## src/rtl/tile_pkg.sv

```systemverilog
// Shared definitions for the tile grid scanner: geometry, tile encodings,
// FSM states and the default level layout.
package tile_pkg;

  localparam int TILE_X_BITS   = 6;
  localparam int TILE_Y_BITS   = 5;
  localparam int MAP_ADDR_BITS = 8;

  localparam logic [10:0] GRID_COLS = 11'd10;
  localparam logic [10:0] GRID_ROWS = 11'd15;

  localparam logic [1:0] TILE_BACKGROUND = 2'b00;
  localparam logic [1:0] TILE_FLOOR      = 2'b01;
  localparam logic [1:0] TILE_GIFT       = 2'b10;

  typedef enum logic [2:0] {
    INIT,
    RUN,
    COL_READ,
    COL_WRITE,
    COL_ACK
  } scan_state_t;

  function automatic logic [1:0] default_tile(input logic [3:0] row, input logic [3:0] col);
    logic [1:0] t;
    t = TILE_BACKGROUND;
    if (row == 4'd14)
      t = TILE_FLOOR;
    else if (row == 4'd9 && col >= 4'd2 && col <= 4'd7)
      t = TILE_FLOOR;
    else if ((row == 4'd8 && (col == 4'd3 || col == 4'd6)) ||
             (row == 4'd13 && (col == 4'd1 || col == 4'd8)))
      t = TILE_GIFT;
    return t;
  endfunction

endpackage

```

## src/rtl/tile_grid_scanner_map_ram.sv

```systemverilog
// 256x2 tile-type store: one synchronous write port and two independent
// combinational read ports (display and collect). Contents are not reset.
module tile_map_ram
  import tile_pkg::*;
(
  input  logic                     clk,
  input  logic                     wr_en,
  input  logic [MAP_ADDR_BITS-1:0] wr_addr,
  input  logic [1:0]               wr_data,
  input  logic [MAP_ADDR_BITS-1:0] rd_a_addr,
  output logic [1:0]               rd_a_data,
  input  logic [MAP_ADDR_BITS-1:0] rd_b_addr,
  output logic [1:0]               rd_b_data
);

  logic [1:0] mem [0:(1<<MAP_ADDR_BITS)-1];

  always_ff @(posedge clk) begin
    if (wr_en)
      mem[wr_addr] <= wr_data;
  end

  assign rd_a_data = mem[rd_a_addr];
  assign rd_b_data = mem[rd_b_addr];

endmodule

```

## src/rtl/tile_grid_scanner.sv

```systemverilog
// Maps the raster pixel to its 64x32 tile cell and type for the drawer, loads
// the level layout after reset and services gift-collect requests.
module tile_grid_scanner
  import tile_pkg::*;
(
  input  logic        clk,
  input  logic        resetN,
  input  logic [10:0] pixelX,
  input  logic [10:0] pixelY,
  output logic [10:0] offsetX,
  output logic [10:0] offsetY,
  output logic [1:0]  Tile_type,
  output logic        tileValid,
  input  logic        collectReq,
  input  logic [10:0] collectX,
  input  logic [10:0] collectY,
  output logic        collectAck,
  output logic        giftCollected,
  output logic [7:0]  giftsRemaining,
  output logic        levelClear,
  output logic        initBusy
);

  scan_state_t state, state_nxt;

  logic [7:0]  init_cnt;
  logic [7:0]  gifts;
  logic        gift_flag;
  logic [7:0]  coll_addr;
  logic        coll_in_range;
  logic [1:0]  coll_type;
  logic        coll_hit;

  logic        wr_en;
  logic [7:0]  wr_addr;
  logic [1:0]  wr_data;
  logic [1:0]  disp_type_p0;
  logic [1:0]  coll_rd;

  logic [10:0] ccol;
  logic [10:0] crow;

  // Stage p0: cell coordinates and map lookup straight from the raster position
  logic [10:0] col_p0;
  logic [10:0] row_p0;
  logic [7:0]  addr_p0;
  logic        vld_p0;

  assign col_p0  = pixelX >> TILE_X_BITS;
  assign row_p0  = pixelY >> TILE_Y_BITS;
  assign addr_p0 = {row_p0[3:0], col_p0[3:0]};
  assign vld_p0  = (col_p0 < GRID_COLS) && (row_p0 < GRID_ROWS) && !initBusy;

  assign ccol = collectX >> TILE_X_BITS;
  assign crow = collectY >> TILE_Y_BITS;

  tile_map_ram u_map (
    .clk       (clk),
    .wr_en     (wr_en),
    .wr_addr   (wr_addr),
    .wr_data   (wr_data),
    .rd_a_addr (addr_p0),
    .rd_a_data (disp_type_p0),
    .rd_b_addr (coll_addr),
    .rd_b_data (coll_rd)
  );

  // Stage p1: registered drawer interface
  logic [10:0] offset_x_p1;
  logic [10:0] offset_y_p1;
  logic [1:0]  tile_type_p1;
  logic        vld_p1;

  always_ff @(posedge clk or negedge resetN) begin
    if (!resetN) begin
      offset_x_p1  <= '0;
      offset_y_p1  <= '0;
      tile_type_p1 <= TILE_BACKGROUND;
      vld_p1       <= 1'b0;
    end else begin
      offset_x_p1  <= {{(11-TILE_X_BITS){1'b0}}, pixelX[TILE_X_BITS-1:0]};
      offset_y_p1  <= {{(11-TILE_Y_BITS){1'b0}}, pixelY[TILE_Y_BITS-1:0]};
      tile_type_p1 <= vld_p0 ? disp_type_p0 : TILE_BACKGROUND;
      vld_p1       <= vld_p0;
    end
  end

  assign offsetX   = offset_x_p1;
  assign offsetY   = offset_y_p1;
  assign Tile_type = tile_type_p1;
  assign tileValid = vld_p1;

  assign coll_hit = coll_in_range && (coll_type == TILE_GIFT);

  always_comb begin
    state_nxt = state;
    wr_en     = 1'b0;
    wr_addr   = init_cnt;
    wr_data   = default_tile(init_cnt[7:4], init_cnt[3:0]);
    case (state)
      INIT: begin
        wr_en = 1'b1;
        if (init_cnt == 8'hFF)
          state_nxt = RUN;
      end
      RUN: begin
        if (collectReq)
          state_nxt = COL_READ;
      end
      COL_READ: state_nxt = COL_WRITE;
      COL_WRITE: begin
        wr_addr   = coll_addr;
        wr_data   = TILE_BACKGROUND;
        wr_en     = coll_hit;
        state_nxt = COL_ACK;
      end
      COL_ACK: state_nxt = RUN;
      default: state_nxt = INIT;
    endcase
  end

  always_ff @(posedge clk or negedge resetN) begin
    if (!resetN) begin
      state     <= INIT;
      init_cnt  <= '0;
      gifts     <= '0;
      gift_flag <= 1'b0;
    end else begin
      state <= state_nxt;
      if (state == INIT) begin
        init_cnt <= init_cnt + 8'd1;
        if (wr_data == TILE_GIFT && gifts != 8'hFF)
          gifts <= gifts + 8'd1;
      end
      if (state == COL_WRITE) begin
        gift_flag <= coll_hit;
        // Count never wraps below zero even if the map and count disagree
        if (coll_hit && gifts != 8'd0)
          gifts <= gifts - 8'd1;
      end
    end
  end

  // Collect cell latch and second-port read; only consumed after being loaded
  always_ff @(posedge clk) begin
    if (state == RUN && collectReq) begin
      coll_addr     <= {crow[3:0], ccol[3:0]};
      coll_in_range <= (ccol < GRID_COLS) && (crow < GRID_ROWS);
    end
    if (state == COL_READ)
      coll_type <= coll_rd;
  end

  assign initBusy       = (state == INIT);
  assign collectAck     = (state == COL_ACK);
  assign giftCollected  = (state == COL_ACK) && gift_flag;
  assign giftsRemaining = gifts;
  assign levelClear     = (gifts == 8'd0) && !initBusy;

endmodule

```

## config.mk

```make
export PLATFORM = sky130hd
export DESIGN_NAME = tile_grid_scanner
export DESIGN_NICKNAME = d
export VERILOG_FILES = /design/src/rtl/tile_pkg.sv /design/src/rtl/tile_grid_scanner_map_ram.sv /design/src/rtl/tile_grid_scanner.sv
export SDC_FILE = /design/constraint.sdc
export NUM_CORES = 1
export LEC_CHECK = 0
export ABC_AREA = 0
export CORE_AREA = 2 2 299 301
export CTS_CLUSTER_DIAMETER = 40
export DETAILED_ROUTE_END_ITERATION = 12
export DIE_AREA = 0 0 301 303
export PLACE_DENSITY_LB_ADDON = 0.08
export SETUP_SLACK_MARGIN = 0.05
export SYNTH_ARGS = -nofsm -noshare
export SYNTH_HDL_FRONTEND = slang
export SYNTH_SLANG_ARGS = --single-unit
```

## constraint.sdc

```tcl
create_clock -name clk -period 37.1 [get_ports clk]
set_input_delay 7.42 -clock clk [delete_from_list [all_inputs] [get_ports clk]]
set_output_delay 7.42 -clock clk [all_outputs]
set_load 0.03 [all_outputs]
```

After elaboration in Yosys (flattened, before gate mapping)
Memory sizes are Yosys's and may differ from the RTL's. A register that Yosys moved wholly into a read port is not among the register bits.
Index checks and enable logic that the tools add are counted.
{"block": "op_classes", "n_addsub": 3, "n_mul": 0, "div": 0, "order_cmp": 6, "n_eq_ne": 18, "shifts": 0, "mux": 16, "bitwise_logic": 0, "reduce_logical": 21}
{"op": "$mux 8", "count": 5}
{"op": "$eq 4x4->1 const B", "count": 5}
{"op": "$add 8x1->8 const B", "count": 2}
{"op": "$pmux 3 s5", "count": 1}
{"op": "$logic_and 1x1->1", "count": 13}
{"op": "$lt 6x4->1 const B", "count": 2}
{"op": "$lt 5x4->1 const B", "count": 2}
{"op": "$mux 2", "count": 5}
{"op": "$eq 8x8->1 const B", "count": 1}
{"op": "$logic_not 8->1", "count": 1}
{"op": "$ne 8x8->1 const B", "count": 1}
{"op": "$reduce_bool 8->1", "count": 1}
{"op": "$sub 8x1->8 const B", "count": 1}
{"op": "$eq 3x2->1 const B", "count": 2}
{"op": "$mux 3", "count": 2}
{"op": "$eq 2x2->1 const B", "count": 2}
{"op": "$eq 4x1->1 const B", "count": 1}
{"op": "$eq 4x2->1 const B", "count": 1}
{"op": "$eq 4x3->1 const B", "count": 1}
{"op": "$ge 4x2->1 const B", "count": 1}
{"op": "$le 4x3->1 const B", "count": 1}
{"op": "$eq 3x1->1 const B", "count": 1}
{"op": "$eq 3x3->1 const B", "count": 1}
{"op": "$logic_not 3->1", "count": 1}
{"op": "other kinds (7)", "count": 10}
{"block": "word_totals", "regBits": 43, "latchBits": 0, "mem_bits_rw": 512, "rom_bits": 0, "input_bits": 47, "out_inout_bits": 37, "elab_cells": 75, "n_memories": 1}
{"name": "u_map.mem", "words": 256, "width": 2, "read_ports": 2, "rd_ports_with_merged_regs": 1, "wr": 1, "line": "tile_grid_scanner_map_ram.sv:16", "rtl": "logic [1:0] mem [0:(1<<MAP_ADDR_BITS)-1];"}

Depth between registers and ports, before layout
Gate-level depths: netlist of run 1.
{"block": "logic_depth", "depth_word": 14, "depth_mapped": 10}

Hierarchy
From an unflattened synthesis of run 1, not the netlist that was laid out.
{"block": "hier_totals", "cells_unflattened": 1853, "area_unflattened_um2": 27863.0}
{"mod": "tile_map_ram", "instances": 1, "cells_per_inst": 1651, "area_each_um2": 25662.1, "seq_area_each_um2": 15374.7}
{"mod": "tile_grid_scanner", "instances": 1, "cells_per_inst": 202, "area_each_um2": 2200.9, "seq_area_each_um2": 1181.1}

Least setup slack after synthesis of run 1
Ideal clock, no wire load.
{"block": "synth_path", "path_type": "reg-to-reg", "startpoint": "register init_cnt[0]", "endpoint": "memory u_map.mem[0][1], data pin", "setup_time_ns": 2.216, "arrival_time_ns": 11.352, "setup_slack_ns": 23.532, "stages_incl_launch_ff": 6, "path_buffers": 0, "cell_sequence": "dfrtp_1 inv_1 ha_1 mux2i_1 o32ai_1 nor3b_1"}
{"block": "synth_via", "elab_chain_cells": 8, "elab_cells_between_ends": 17, "classes_between": "2 x order compare; 4 x eq/ne; 4 x mux; 7 x reduce/logical"}
{"element": "start: declaration", "line": "tile_grid_scanner.sv:26", "rtl": "logic [7:0] init_cnt;"}
{"element": "start signal: assignment", "line": "tile_grid_scanner.sv:131", "rtl": "init_cnt <= init_cnt + 8'd1;"}
{"element": "$eq 4x2->1, or another cell as far along", "line": "tile_pkg.sv:31", "rtl": "else if ((row == 4'd8 && (col == 4'd3 || col == 4'd6)) ||"}
{"element": "$logic_or 1x1->1, on equally long branches", "line": "tile_pkg.sv:31, tile_pkg.sv:32"}
{"element": "$logic_and 1x1->1, on equally long branches", "line": "tile_pkg.sv:31, tile_pkg.sv:32"}
{"element": "$logic_or 1x1->1", "line": "tile_pkg.sv:31"}
{"element": "$mux 2", "line": "tile_pkg.sv:31"}
{"element": "$mux 2 (*)", "line": "tile_pkg.sv:29", "rtl": "else if (row == 4'd9 && col >= 4'd2 && col <= 4'd7)"}
{"element": "$mux 2 (*)", "line": "tile_pkg.sv:27", "rtl": "if (row == 4'd14)"}
{"element": "$mux 2 (*)", "line": "tile_grid_scanner.sv:100", "rtl": "case (state)"}
{"element": "net u_map.wr_data[1]", "line": "tile_grid_scanner_map_ram.sv:9", "rtl": "input logic [1:0] wr_data,"}
{"element": "end: declaration", "line": "tile_grid_scanner_map_ram.sv:16"}
The timed path passes the listed nets; every way through them passes the cells marked *.

Worst setup path in the final report of run 1
{"block": "layout_path", "startpoint": "input port pixelX[7]", "endpoint": "register tile_type_p1[1] (netlist: Tile_type[1])"}
{"block": "layout_via", "elab_chain_cells": 4, "elab_cells_between_ends": 5, "classes_between": "1 x order compare; 1 x mux; 2 x reduce/logical; 1 x memory"}
{"element": "start: declaration", "line": "tile_grid_scanner.sv:8", "rtl": "input logic [10:0] pixelX,"}
{"element": "parallel branches: the longest is 3 deep, another holds $mem_v2 256x2"}
{"element": "$mux 2 (*)", "line": "tile_grid_scanner.sv:83", "rtl": "tile_type_p1 <= vld_p0 ? disp_type_p0 : TILE_BACKGROUND;"}
{"element": "end signal: assignment", "line": "tile_grid_scanner.sv:83"}
{"element": "end: declaration", "line": "tile_grid_scanner.sv:71", "rtl": "logic [1:0] tile_type_p1;"}
Mark *: on every way between the ends.
A chain may end at the register's enable or synchronous reset.

==> results of run 1 <==
-- metal layers --
| metal | wire length, µm | part of all wire, % | vias to the layer above |
|---|---|---|---|
| met5 | 16 | 0.018 | - |
| met2 | 42900 | 49 | 563 |
| met3 | 6240 | 7.1 | 166 |
| met1 | 35400 | 40 | 8657 |
| met4 | 3410 | 3.9 | 4 |
| li1 | - | - | 7111 |
-- where the power goes --
group | total, mW | leakage [nW] | switching (mW) | internal (mW)
combinational | 0.262 | 3.05 | 0.189 | 0.0737
clock | 1.03 | 1.86 | 0.354 | 0.678
sequential | 0.714 | 4.63 | 0.0177 | 0.697
-- final timing paths --
check,from,to,cells past startpoint
worst max-delay path,pixelX[7],Tile_type[1]$_DFF_PN0_,9
max in group asynchronous,resetN,init_cnt[4]$_DFFE_PN0P_,1
min in group asynchronous,resetN,state[0]$_DFFE_PN0P_,1
worst min register to register,gift_flag$_DFFE_PN0P_,gift_flag$_DFFE_PN0P_,1
worst min-delay path,gift_flag$_DFFE_PN0P_,gift_flag$_DFFE_PN0P_,1
worst max register to register,coll_addr[0]$_DFFE_PP_,coll_type[0]$_DFFE_PN_,9
-- kinds of logic (layout without fill, tap and decap cells) --
family	Yosys count	count (layout)	share of synthesized area (%)
other	1	13	0.0139
and+or+nand+nor	447	447	7.29
adders and majority gates	7	7	0.324
DFF	557	557	61.3
xor gates and xnor gates	14	14	0.454
muxes	293	293	21.6
buffers and inverters	157	312	2.93
AOI/OAI and AO/OA	239	239	6.09
-- state kept, by name, indices dropped and copies added (netlist names) --
name and cells:
coll_addr 8, state 3, gift_flag 1, init_cnt 8
Tile_type 2, offsetY 5, u_map.mem 512, coll_in_range 1
tileValid 1, coll_type 2, offsetX 6, giftsRemaining 8
-- area by class of cell --
cell class | count | area, µm² | share of cell area, %
timing repair buffer | 95 | 901 | 2.76
sequential | 557 | 16600 | 50.8
clock inverter | 88 | 1020 | 3.13
multi-input combinational | 1011 | 9750 | 29.9
clock buffer | 122 | 2890 | 8.87
antenna | 2 | 5.00 | 0.0154
tap | 1165 | 1460 | 4.47
inverter | 7 | 26.3 | 0.0806
-- cell usage in the layout, fill, tap and decap left out, types with 7 or more instances in the layout --
cell type / n
edfxtp_1: 523
nor2_1: 272
mux4_2: 230
clkbuf_16: 113
a22oi_1: 80
a21oi_1: 58
mux2i_1: 58
clkdlybuf4s50_1: 58
nand2_1: 50
dfrtp_1: 34
buf_4: 32
o221ai_1: 24
clkinvlp_4: 18
nor3_1: 17
o22ai_1: 16
bufinv_16: 16
inv_6: 15
o21ai_0: 14
nand2_2: 14
clkinv_1: 13
nand3_1: 12
nand2b_1: 11
nand3b_1: 11
conb_1: 11
clkinv_2: 11
clkinv_4: 11
xnor2_1: 10
nor4_1: 9
nor2b_1: 9
nand4_1: 8
inv_1: 7
or3_1: 7
ha_1: 7
-- worst reg2reg max path, stage by stage (launching register included) --
cell	delay, ps
edfxtp_1	340
buf_4	620
buf_12	500
buf_4	790
mux4_2	590
a22oi_1	240
a21oi_1	200
nor4_1	650
nor2_1	90
or3_1	370
==> flow_metrics.py, run 1 <==
metrics = {
    "clocking": {
        "cts_made_buffers": 111,
        "clockRootBuffer": "clkbuf_16",
        "clk_pin_slew_ps": 50,
        "postCtsSetupRepairBufs": 0,
        "cts_tree": "yes",
        "htreeDepth": 3,
        "cts_sinks": 557,
        "insertion_delay_ps": 670,
        "cts_hold_buf": 0,
        "clockBufferDepth": 3,
        "cts_resized": 0,
    },
    "critical_path": {
        "r2r_slack_ps": 32430,
        "startpoint_type": "input port",
        "end_kind": "flop",
        "path_cells": "buf_4 > buf_4 > buf_4 > mux4_2 > a22o_1 > a221oi_1 > o22ai_1 > nor3_1 > a32oi_1",
        "slowest_delay_ps": 610,
        "arrival_ps": 10980,
        "critPathSlowestCell": "buf_4",
        "worstPathBufferInverterCount": 3,
        "path_max_fanout": 38,
        "critical_path.most_common_cell": "buf_4",
        "crit_type": "input port to flop",
        "crit_required_ps": 37490,
        "path_delay_family": "buffers and inverters",
    },
    "placement": {
        "place_inst": 2835,
        "portBuffers": 61,
        "dp_hpwl_um": 50900,
        "post_dp_cell_area_mm2": 0.0287,
        "place.gp.congestion": 0.786,
        "pre_cts_ws_ps": 25890,
    },
    "global_routing": {
        "grt_pass1_vias": 17586,
        "met2_usage_pct": 32.5,
        "busiest_layer": "met2",
        "grt_pass1_wl_um": 125000,
        "use_met3_pct": 5.01,
        "grt_use_met1_pct": 23.8,
        "track_usage_pct": 19.4,
        "grt_max_degree": 133,
        "antenna_found_initial": 5,
        "overflow": 0,
    },
    "synth": {
        "synth_top_area_share_pct": 58.2,
        "dominantRegCellSynth": "edfxtp_1",
        "synth_area_per_cell_um2": 15.7,
        "ys_ff_latch": 557,
        "yosysWarnings": 0,
        "synth_top_area_cell": "edfxtp_1",
        "syn_inst": 1715,
        "synthTopCellsByArea": "edfxtp_1, mux4_2, nor2_1",
        "ys_async_sr_fraction_pct": 6.10,
        "yosys-top-cells-count": "edfxtp_1, nor2_1, mux4_2, clkbuf_1, a22oi_1",
        "synth_cell_type_count": 58,
        "synth_edf_count": 523,
        "synthMostInstantiatedCell": "edfxtp_1",
        "yosysSeqAreaShare_pct": 61.3,
        "syn_area_mm2": 0.0270,
    },
    "timing": {
        "relSlewSlack_pct": 11.3,
        "period_share_pct": 28.5,
        "setup_ws_ps": 26510,
        "fin_crit_ps": 10590,
        "timing.fmax_mhz": 94.4,
        "report.final.slew_viol_count": 0,
        "clock_skew_ps": 39.4,
        "setup_tns_ps": 0,
        "whs_ps": 469,
        "hold_viol_final": 0,
        "setup_viol": 0,
        "worst_slew_pin_slew_ps": 1320,
        "rsz0062_at_grt": "false",
    },
    "drt": {
        "drc": 0,
        "wl_per_cell_um": 28.9,
        "postRouteAntennaNets": 0,
        "first_iter_violations": 1190,
        "first_pass_iters": 5,
        "viasPerCell": 5.42,
        "via_count": 16501,
        "wl_um": 87900,
    },
    "power": {
        "p_per_area_mw_per_mm2": 61.6,
        "ir_worst_vdd_uv": 37.1,
        "finalPower_mw": 2.01,
        "power_leakage_nw": 9.53,
    },
    "die": {
        "num_rows": 109,
        "die_w_um": 301,
        "start_util_pct": 30.7,
        "die_h_um": 303,
        "core_area_mm2": 0.0880,
        "io_pins": 84,
        "die_area_mm2": 0.0912,
    },
    "job": {
        "max_cap_violations": 0,
    },
    "layout": {
        "nets": 1837,
        "drive_gt1_share_pct": 26.1,
        "fin_cells": 3047,
        "utilization_pct": 37.1,
        "fillerInstances": 8285,
        "area_growth_pct": 20.8,
        "final_design_area_no_fill_mm2": 0.0326,
    },
    "outcome": {
        "run_status": "finished, final reports clean",
    },
    "min_path": {
        "hold_path_class": "flop to flop",
    },
}
(Power assumes the default switching activity.)
==> run 2: changes to the inputs <==
==> constraint.sdc (replaced) <==
create_clock -name clk -period 10.1 [get_ports clk]
set_input_delay 2.02 -clock clk [delete_from_list [all_inputs] [get_ports clk]]
set_output_delay 2.02 -clock clk [all_outputs]
set_load 0.03 [all_outputs]
==> run 2 against run 1 <==
  * Global-route usage barely moved
  * Clock power rose to 3.6 times the previous value
  * Wire length rose by 0.82%
  * Core utilization fell by 0.25 points
  * Sequential share of layout area rose by 0.35 points
  * Total power rose to 3.6 times the previous value
  * Worst hold slack improved by 15 ps
  * First-iteration DRC count rose by 37%
  * Worst setup slack got worse by 21000 ps
  * Highest routed layer is now met4
  * Design area fell by 0.68%
  * Sequential power rose to 3.7 times the previous value
  * Die area did not move
==> flow_metrics.py, run 2 (synthesis gave the netlist of run 1 again) <==
metrics = {
    "outcome": {
        "run_status": "finished, final reports clean",
    },
    "global_routing": {
        "grt_pass1_vias": 17336,
        "grt_max_degree": 133,
        "antenna_found_initial": 2,
        "overflow": 0,
        "track_usage_pct": 19.4,
        "grt_use_met1_pct": 26.6,
        "busiest_layer": "met2",
        "use_met3_pct": 3.34,
        "met2_usage_pct": 32.0,
        "grt_pass1_wl_um": 126000,
    },
    "critical_path": {
        "path_cells": "or3_1 > or4_1 > nor2_1 > clkdlybuf4s50_1",
        "path_delay_family": "simple AND/OR/NAND/NOR gates",
        "critPathSlowestCell": "clkdlybuf4s50_1",
        "startpoint_type": "flop",
        "worstPathBufferInverterCount": 1,
        "slowest_delay_ps": 680,
        "arrival_ps": 2960,
        "end_kind": "output port",
        "crit_type": "flop to output port",
        "path_max_fanout": 9,
        "crit_required_ps": 8080,
    },
    "placement": {
        "portBuffers": 61,
        "place_inst": 2829,
        "place.gp.congestion": 0.773,
        "dp_hpwl_um": 51700,
    },
    "clocking": {
        "clockRootBuffer": "clkbuf_16",
        "clk_pin_slew_ps": 50,
        "postCtsSetupRepairBufs": 0,
        "cts_made_buffers": 105,
        "insertion_delay_ps": 680,
        "htreeDepth": 3,
        "cts_sinks": 557,
        "cts_hold_buf": 0,
        "clockBufferDepth": 3,
        "cts_tree": "yes",
        "cts_resized": 0,
    },
    "die": {
        "num_rows": 109,
        "core_area_mm2": 0.0880,
        "die_w_um": 301,
        "die_h_um": 303,
        "io_pins": 84,
        "die_area_mm2": 0.0912,
        "start_util_pct": 30.7,
    },
    "timing": {
        "setup_tns_ps": 0,
        "setup_viol": 0,
        "hold_viol_final": 0,
        "fin_crit_ps": 4980,
        "rsz0062_at_grt": "false",
        "report.final.slew_viol_count": 0,
        "worst_slew_pin_slew_ps": 1320,
        "period_share_pct": 49.3,
        "clock_skew_ps": 27.7,
        "relSlewSlack_pct": 11.8,
        "timing.fmax_mhz": 201,
    },
    "layout": {
        "fin_cells": 3028,
        "area_growth_pct": 20.0,
        "layout_common_cells": "edfxtp_1, nor2_1, mux4_2, clkbuf_16, a22oi_1",
        "nets": 1825,
        "antennaDiodeCount": 0,
        "final_common_cell": "edfxtp_1",
        "top_register": "u_map.mem",
        "largest_reg_flops": 512,
        "drive_gt1_share_pct": 25.2,
    },
    "min_path": {
        "hold_path_class": "flop to flop",
    },
    "drt": {
        "first_pass_iters": 5,
        "wl_um": 88700,
        "wl_per_cell_um": 29.3,
        "viasPerCell": 5.55,
        "first_iter_violations": 1629,
        "via_count": 16811,
        "drc": 0,
        "postRouteAntennaNets": 0,
    },
    "power": {
        "p_per_area_mw_per_mm2": 224,
        "ir_worst_vdd_uv": 160,
        "power_leakage_nw": 9.36,
        "finalPower_mw": 7.26,
    },
    "job": {
        "max_cap_violations": 0,
    },
}
-- run 2: worst paths after layout --
path | slack (ps) | end | cells past startpoint | startpoint
setup / recovery | 5120 | levelClear | 4 | giftsRemaining[3]$_DFF_PN0_
hold / removal | 480 | gift_flag$_DFFE_PN0P_ | 1 | gift_flag$_DFFE_PN0P_
setup reg to reg | 5850 | coll_type[0]$_DFFE_PN_ | 8 | coll_addr[0]$_DFFE_PP_
hold reg to reg | 480 | gift_flag$_DFFE_PN0P_ | 1 | gift_flag$_DFFE_PN0P_
max in group asynchronous | 8020 | init_cnt[2]$_DFFE_PN0P_ | 1 | resetN
min in group asynchronous | 1500 | offsetX[4]$_DFF_PN0_ | 1 | resetN
-- run 2: cell type report --
cell class | instances | area (µm²)
fillers | 8327 | 55600
clock buffers | 115 | 2690
multi-input cells | 1011 | 9750
inverters | 7 | 26.3
flip-flops and latches | 557 | 16600
well taps | 1165 | 1460
clock inverters | 84 | 1040
repair buffers | 89 | 856
-- run 2: per-layer routing --
layer  vias up  wire, µm
li1       7099         -
met1      8981     39000
met2       595     42700
met3       136      4850
met4         0      2170
met5         -         0
-- run 2: power breakdown --
group / leakage (nW) / switching, mW / total, mW / internal [mW]
Clock: 1.78 / 1.25 / 3.69 / 2.44
Combinational: 3.01 / 0.677 / 0.940 / 0.263
Sequential: 4.56 / 0.0712 / 2.63 / 2.56
Total: 9.36 / 2.00 / 7.26 / 5.26
-- run 2: worst register-to-register path: stages, from the launching register on --
cell and delay, ps:
edfxtp_1 370, buf_12 530, buf_4 820, mux4_2 660, a22oi_1 270, a21oi_1 120, nor4_2 520, o22ai_1 180
or3_1 490
-- run 2: stage by stage --
stage,worst slack [ps],hold WS (ps),area [µm²],util (%)
after floorplan,858,442,27000,-
after global placement,4450,468,28700,32.6
after detailed placement,4440,476,28700,32.6
after CTS,5080,486,32400,36.8
after global routing,4930,504,32400,36.8
final,5120,484,32400,36.8
==> RTL change 1, RTL diff (flow settings as in run 2) <==
Reset style: synchronous (`resetN`), changed in 2 clocked blocks.
--- a/src/rtl/tile_grid_scanner.sv
+++ b/src/rtl/tile_grid_scanner.sv
@@ -71,7 +71,7 @@
   logic [1:0]  tile_type_p1;
   logic        vld_p1;
 
-  always_ff @(posedge clk or negedge resetN) begin
+  always_ff @(posedge clk) begin
     if (!resetN) begin
       offset_x_p1  <= '0;
       offset_y_p1  <= '0;
@@ -119,7 +119,7 @@
     endcase
   end
 
-  always_ff @(posedge clk or negedge resetN) begin
+  always_ff @(posedge clk) begin
     if (!resetN) begin
       state     <= INIT;
       init_cnt  <= '0;
Function: differs if resetN is asserted again (counterexample within 4 cycles, from zero or initial values and one cycle with resetN low); with resetN held inactive, the same outputs for 10 cycles.
==> RTL change 1 against run 2 <==
- final area grew 0.87%
- wire length grew 9.6%
- worst setup slack gained 0.26 ns
- utilization grew 0.32 points
- sequential cell count is the same
- synthesized area grew 2.1%
- critical path type is now reg2reg
Power is not compared: it rests on default switching activity, and its combinational part moved more than twofold at a synthesized area within 25%.
==> RTL change 1: results (changes against run 2) <==
OUTCOME='completed'
DRIVE_ABOVE_1_SHARE_PCT=22.2  # -3.0 points
WORST_PATH_MAX_DELAY_CELL='o21ai_0'
RELSLEWSLACK_PCT=18.1  # +6.3 points
GRT_PASS1_WL_UM=137000  # +8.0%
WORST_PATH_LARGEST_CELL_DELAY_NS=0.73  # +0.05 ns
CLKCELLAREAFRAC_PCT=10.9  # -0.57 points
WORST-R2R-SETUP-SLACK_NS=5.38  # -0.47 ns
HOLD_SP='gift_flag'
WIRE_PER_INST_UM=30.6  # +4.6%
HOLD_WS_NS=0.532  # +0.0480 ns
GLOBAL_ROUTING_MET1_RESOURCE_UTILIZATION_PCT=28.1  # +1.6 points
DESIGN.SEQ.COUNT=557  # unchanged
DRT-VIAS-PER-INSTANCE=5.63  # +1.4%
GRT_START_MAX_NET_PINS=245  # +84%
SYNTH.CELLS.MOST_FREQUENT='edfxtp_1, nor2_1, mux4_2, mux2i_1, nand2_1'
USE_MET2_PCT=34.7  # +2.7 points
NUMBER_OF_ANTENNA_VIOLATIONS_AT_THE_FIRST_CHECK_IN_GLOBAL_ROUTING=4  # +2
BUF_SHARE_PCT=2.87  # +0.23 points
HOLD_END='gift_flag'
AREA_GROWTH_PCT=18.5
SHARE_OF_THE_FINAL_LAYOUT_CELL_AREA_IN_MULTI_INPUT_GATES_PCT=31.4  # +1.3 points
PLACEDINSTANCEAREA_UM2=29100  # +1.5%
COUNT_OF_PLACED_STANDARD_CELLS_IN_THE_FINAL_LAYOUT_FILLERS_LEFT_OUT=3173  # +4.8%
MET2_WIRE_LENGTH_UM=46000  # +7.8%
CRIT_PATH_MAX_FANOUT=32  # +23
SEQ_AREA_SHARE_PCT=50.2  # -0.96 points
GRT.TOTAL_USAGE_PCT=21.3  # +1.9 points
SYNTH.LIB_CELLS_USED.DISTINCT=69  # +19%
SYNTH_SEQ_AREA_SHARE_PCT=59.4  # -1.9 points
NUMBER_OF_H_TREE_LEVELS=3  # unchanged
FILLERS=8402  # +0.90%
MET3_WIRELENGTH_UM=6480  # +34%
LARGEST_REGISTER_FF_COUNT=512  # unchanged
FIRST_PASS_ITERS=6  # +1
POST-PLACE-CELLS=2970  # +5.0%
DETAILEDROUTE.FIRSTITERATIONVIOLATIONS=1554  # -4.6%
YS_ASYNC_SR_FRACTION_PCT=0  # -6.1 points
NUM-MULTI-INPUT-GATES=1139  # +13%
SYNTH.AREA.TOP_CELLS='edfxtp_1, mux4_2, mux2i_1, nor2_1, dfxtp_1'
GLOBALPLACE.CONGESTION=0.839  # +8.6%
DPL.HPWL_UM=58400  # +13%
NUMCTSBUFFERS=108  # +2.9%
GRTUSAGEMET3_PCT=4.17  # +0.84 points
HOLD_DEPTH=2  # +1
ROUTEDLENGTHMET1_UM=41200  # +5.7%
NETS=1969  # +7.9%
BUFFERS=100  # +12%
SYN_AVG_CELL_AREA_UM2=14.9  # -5.4%
NON_CLOCK_INVERTER_COUNT=9  # +2
DIODES=1  # +1
PLACEMENT_STAGE_WORST_SETUP_SLACK_NS=4.69  # +0.251 ns
==> RTL change 1: cell types whose count changed after synthesis, moves of 24 or more <==
| cell | before | now |
|---|---|---|
| a21oi_1 | 59 | 24 |
| and2_1 | 4 | 28 |
| dfxtp_1 | 0 | 34 |
| dfrtp_1 | 34 | 0 |
| buf_2 | 13 | 43 |
| clkbuf_1 | 88 | 55 |
| a22oi_1 | 80 | 30 |
| o22ai_1 | 16 | 52 |
| mux2i_1 | 58 | 131 |
| mux4_2 | 230 | 183 |
==> RTL change 1: power by group through the flow <==
stage / logic, uW / registers (uW) / clock network (uW)
after CTS: 213 / 2500 / 3600
after detailed placement: 213 / 2550 / 0
after floorplan: 117 / 2550 / 0
after global placement: 213 / 2550 / 0
final: 212 / 2500 / 3540
after global routing: 221 / 2500 / 3710
==> RTL change 1: logic make-up (layout without fill, tap and decap cells) <==
group / after synthesis / in the layout / synth area share [%]
other cells: 1 / 12 / 0.0136
fa+ha+maj: 7 / 7 / 0.318
xor+xnor: 12 / 12 / 0.381
buf+inv: 165 / 311 / 3.69
mux: 346 / 346 / 21.7
compound gates: 228 / 228 / 5.68
simple gates: 535 / 535 / 8.76
flops: 557 / 557 / 59.4
==> RTL change 1: worst max-delay path by stage <==
stage,startpoint,endpoint,slack [ns],cells past startpoint
after floorplan,state[1],u_map.mem[0][0],1.07,4
after global placement,pixelX[6],Tile_type[0],4.67,9
after detailed placement,pixelX[6],Tile_type[0],4.69,9
after CTS,pixelX[6],Tile_type[0],5.39,9
after global routing,pixelX[6],Tile_type[0],5.17,8
final,coll_addr[0],coll_type[0],5.38,8
==> RTL change 1: critical path: cells and delay by family (launching register included) <==
kind,cells,cell delay (ns)
multiplexers,2,0.45
AO/OA/AOI/OAI,3,1.81
buffers and inverters,3,1.79
flip-flops,1,0.32
==> RTL change 2, RTL diff (settings of run 2) <==
Made on the original files. Register the output `levelClear`, without a reset; this adds one clock of latency there. The other outputs are not delayed to match.
--- a/src/rtl/tile_grid_scanner.sv
+++ b/src/rtl/tile_grid_scanner.sv
@@ -155,7 +155,9 @@
   assign collectAck     = (state == COL_ACK);
   assign giftCollected  = (state == COL_ACK) && gift_flag;
   assign giftsRemaining = gifts;
-  assign levelClear     = (gifts == 8'd0) && !initBusy;
+  always_ff @(posedge clk) begin
+    levelClear <= (gifts == 8'd0) && !initBusy;
+  end
 
 endmodule
 
Behaviour: no difference found for any inputs over 10 cycles, from zero or initial values and one cycle with resetN low; that may be too few to reach the edited logic, so the function may still have changed.
==> RTL change 2 against run 2 <==
- clock power fell by 3%
- wire length is 0.69% lower
- sequential cell count grew 1
- final area barely moved
- power down 1.5%
- synthesized area about the same
- critical path depth up 5
- non-clock buffer count increased by 4
- worst setup slack worse by 0.016 ns
==> RTL change 2: results (changes against run 2) <==
OUTCOME='completed'
YS_ASYNC_SR_FRACTION_PCT=6.09  # -0.011 points
CRIT_PATH_MAX_FANOUT=39  # +30
PEAKVDDDROP_uV=131  # -18%
PLACEMENT_STAGE_WORST_SETUP_SLACK_NS=4.41  # -0.0354 ns
WORST_EP_ARRIVAL_TIME_NS=5.49  # +2.53 ns
DRT-VIAS-PER-INSTANCE=5.46  # -1.6%
SYNTH.AREA.TOP_CELLS='edfxtp_1, mux4_2, nor2_1, dfrtp_1, a22oi_1'
GRT_PASS1_WL_UM=125000  # -0.88%
GRT_START_MAX_NET_PINS=179  # +35%
DPL.HPWL_UM=52000  # +0.64%
REPORTED_LEAKAGE_POWER_uW=0.00935  # about the same
PLACEDINSTANCEAREA_UM2=28700  # +0.18%
ENDPOINT='Tile_type[1]'
HOLD_WS_NS=0.486  # +0.00260 ns
TOP_REGISTER='u_map.mem'
CTS_POST_SETUP_BUFFERS_INSERTED=0  # unchanged
SYN_AVG_CELL_AREA_UM2=15.7  # about the same
CRITICAL_PATH.REG2REG.ENDPOINT='coll_type[1]'
FMAX_MHz=200  # -0.31%
NUMCTSBUFFERS=107  # +1.9%
SYNTH.LIB_CELLS_USED.DISTINCT=59  # +1.7%
VIAS=16600  # -1.4%
POST-PLACE-CELLS=2834  # +0.18%
FILLERS=8394  # +0.80%
DRIVE_ABOVE_1_SHARE_PCT=25.2  # +0.040 points
DETAILEDROUTE.FIRSTITERATIONVIOLATIONS=1514  # -7.1%
WORST-R2R-SETUP-SLACK_NS=5.71  # -0.14 ns
LARGEST_REGISTER_FF_COUNT=512  # unchanged
WORST-SLEW-PIN-TRANSITION_NS=1.23  # -0.0909 ns
POWER.SWITCHING_uW=2000  # about the same
GLOBALPLACE.CONGESTION=0.759  # -1.8%
SYNTH_SEQ_AREA_SHARE_PCT=61.4  # about the same
FOOTPRINT_OF_THE_FLIP_FLOPS_AND_LATCHES_UM2=16600  # +0.12%
SETUP.WORST_PATH.START='pixelX[7]'
WIRE_PER_INST_UM=29.0  # -0.89%
GRT.TOTAL_USAGE_PCT=19.4  # -0.032 points
CLOCK-SKEW-FINAL_NS=0.0291  # +0.00133 ns
NETS=1832  # +0.38%
==> RTL change 2: changes by cell type in the layout (fill, tap and decap cells not counted), sizes merged <==
cell      before  now
buf           31   35
bufinv        20   12
clkbuf       115  124
clkinv        38   43
clkinvlp      13   11
dfxtp          0    1
diode          0    1
inv           20   16
==> RTL change 2: critical path, stage by stage <==
cell	delay [ns]
buf_4	0.45
buf_4	0.59
buf_4	0.63
mux4_2	0.41
a22o_1	0.28
a221oi_1	0.32
o22ai_1	0.24
nor3_1	0.30
a32oi_1	0.15
==> RTL change 2: power by group through the flow <==
stage | combinational (uW) | sequential, uW | clock [uW]
6_report | 949 | 2630 | 3570
5_1_grt | 1010 | 2640 | 3760
4_1_cts | 965 | 2630 | 3640
3_5_place_dp | 963 | 2680 | 0
3_3_place_gp | 963 | 2680 | 0
2_1_floorplan | 546 | 2650 | 0
==> RTL change 2: cell type report <==
cell class / count / area share, %
sequential: 558 / 51.2
multi-input combinational: 1011 / 30.2
clock buffer: 124 / 8.80
tap: 1165 / 4.51
timing repair buffer: 93 / 2.74
clock inverter: 75 / 2.47
inverter: 7 / 0.0812
antenna: 1 / 0.00774
==> RTL change 2: layer usage <==
metal / global-route usage (%) / vias up / part of all wire, %
met2: 31.3 / 595 / 47
met1: 26.4 / 8727 / 44
li1: - / 7106 / -
met3: 3.81 / 142 / 6.3
met4: 6.22 / 2 / 2.5
met5: 0 / - / 0.020
==> RTL change 2: logic make-up (layout without fill, tap and decap cells) <==
kind of cell	after synthesis	in the layout	synth area share (%)
flip-flops	558	558	61.4
AND/OR/NAND/NOR	447	447	7.29
multiplexers	293	293	21.5
AO/OA/AOI/OAI	239	239	6.08
buffers and inverters	157	299	2.93
XOR/XNOR	14	14	0.454
adder cells (fa/ha/maj)	7	7	0.324
other	1	12	0.0139
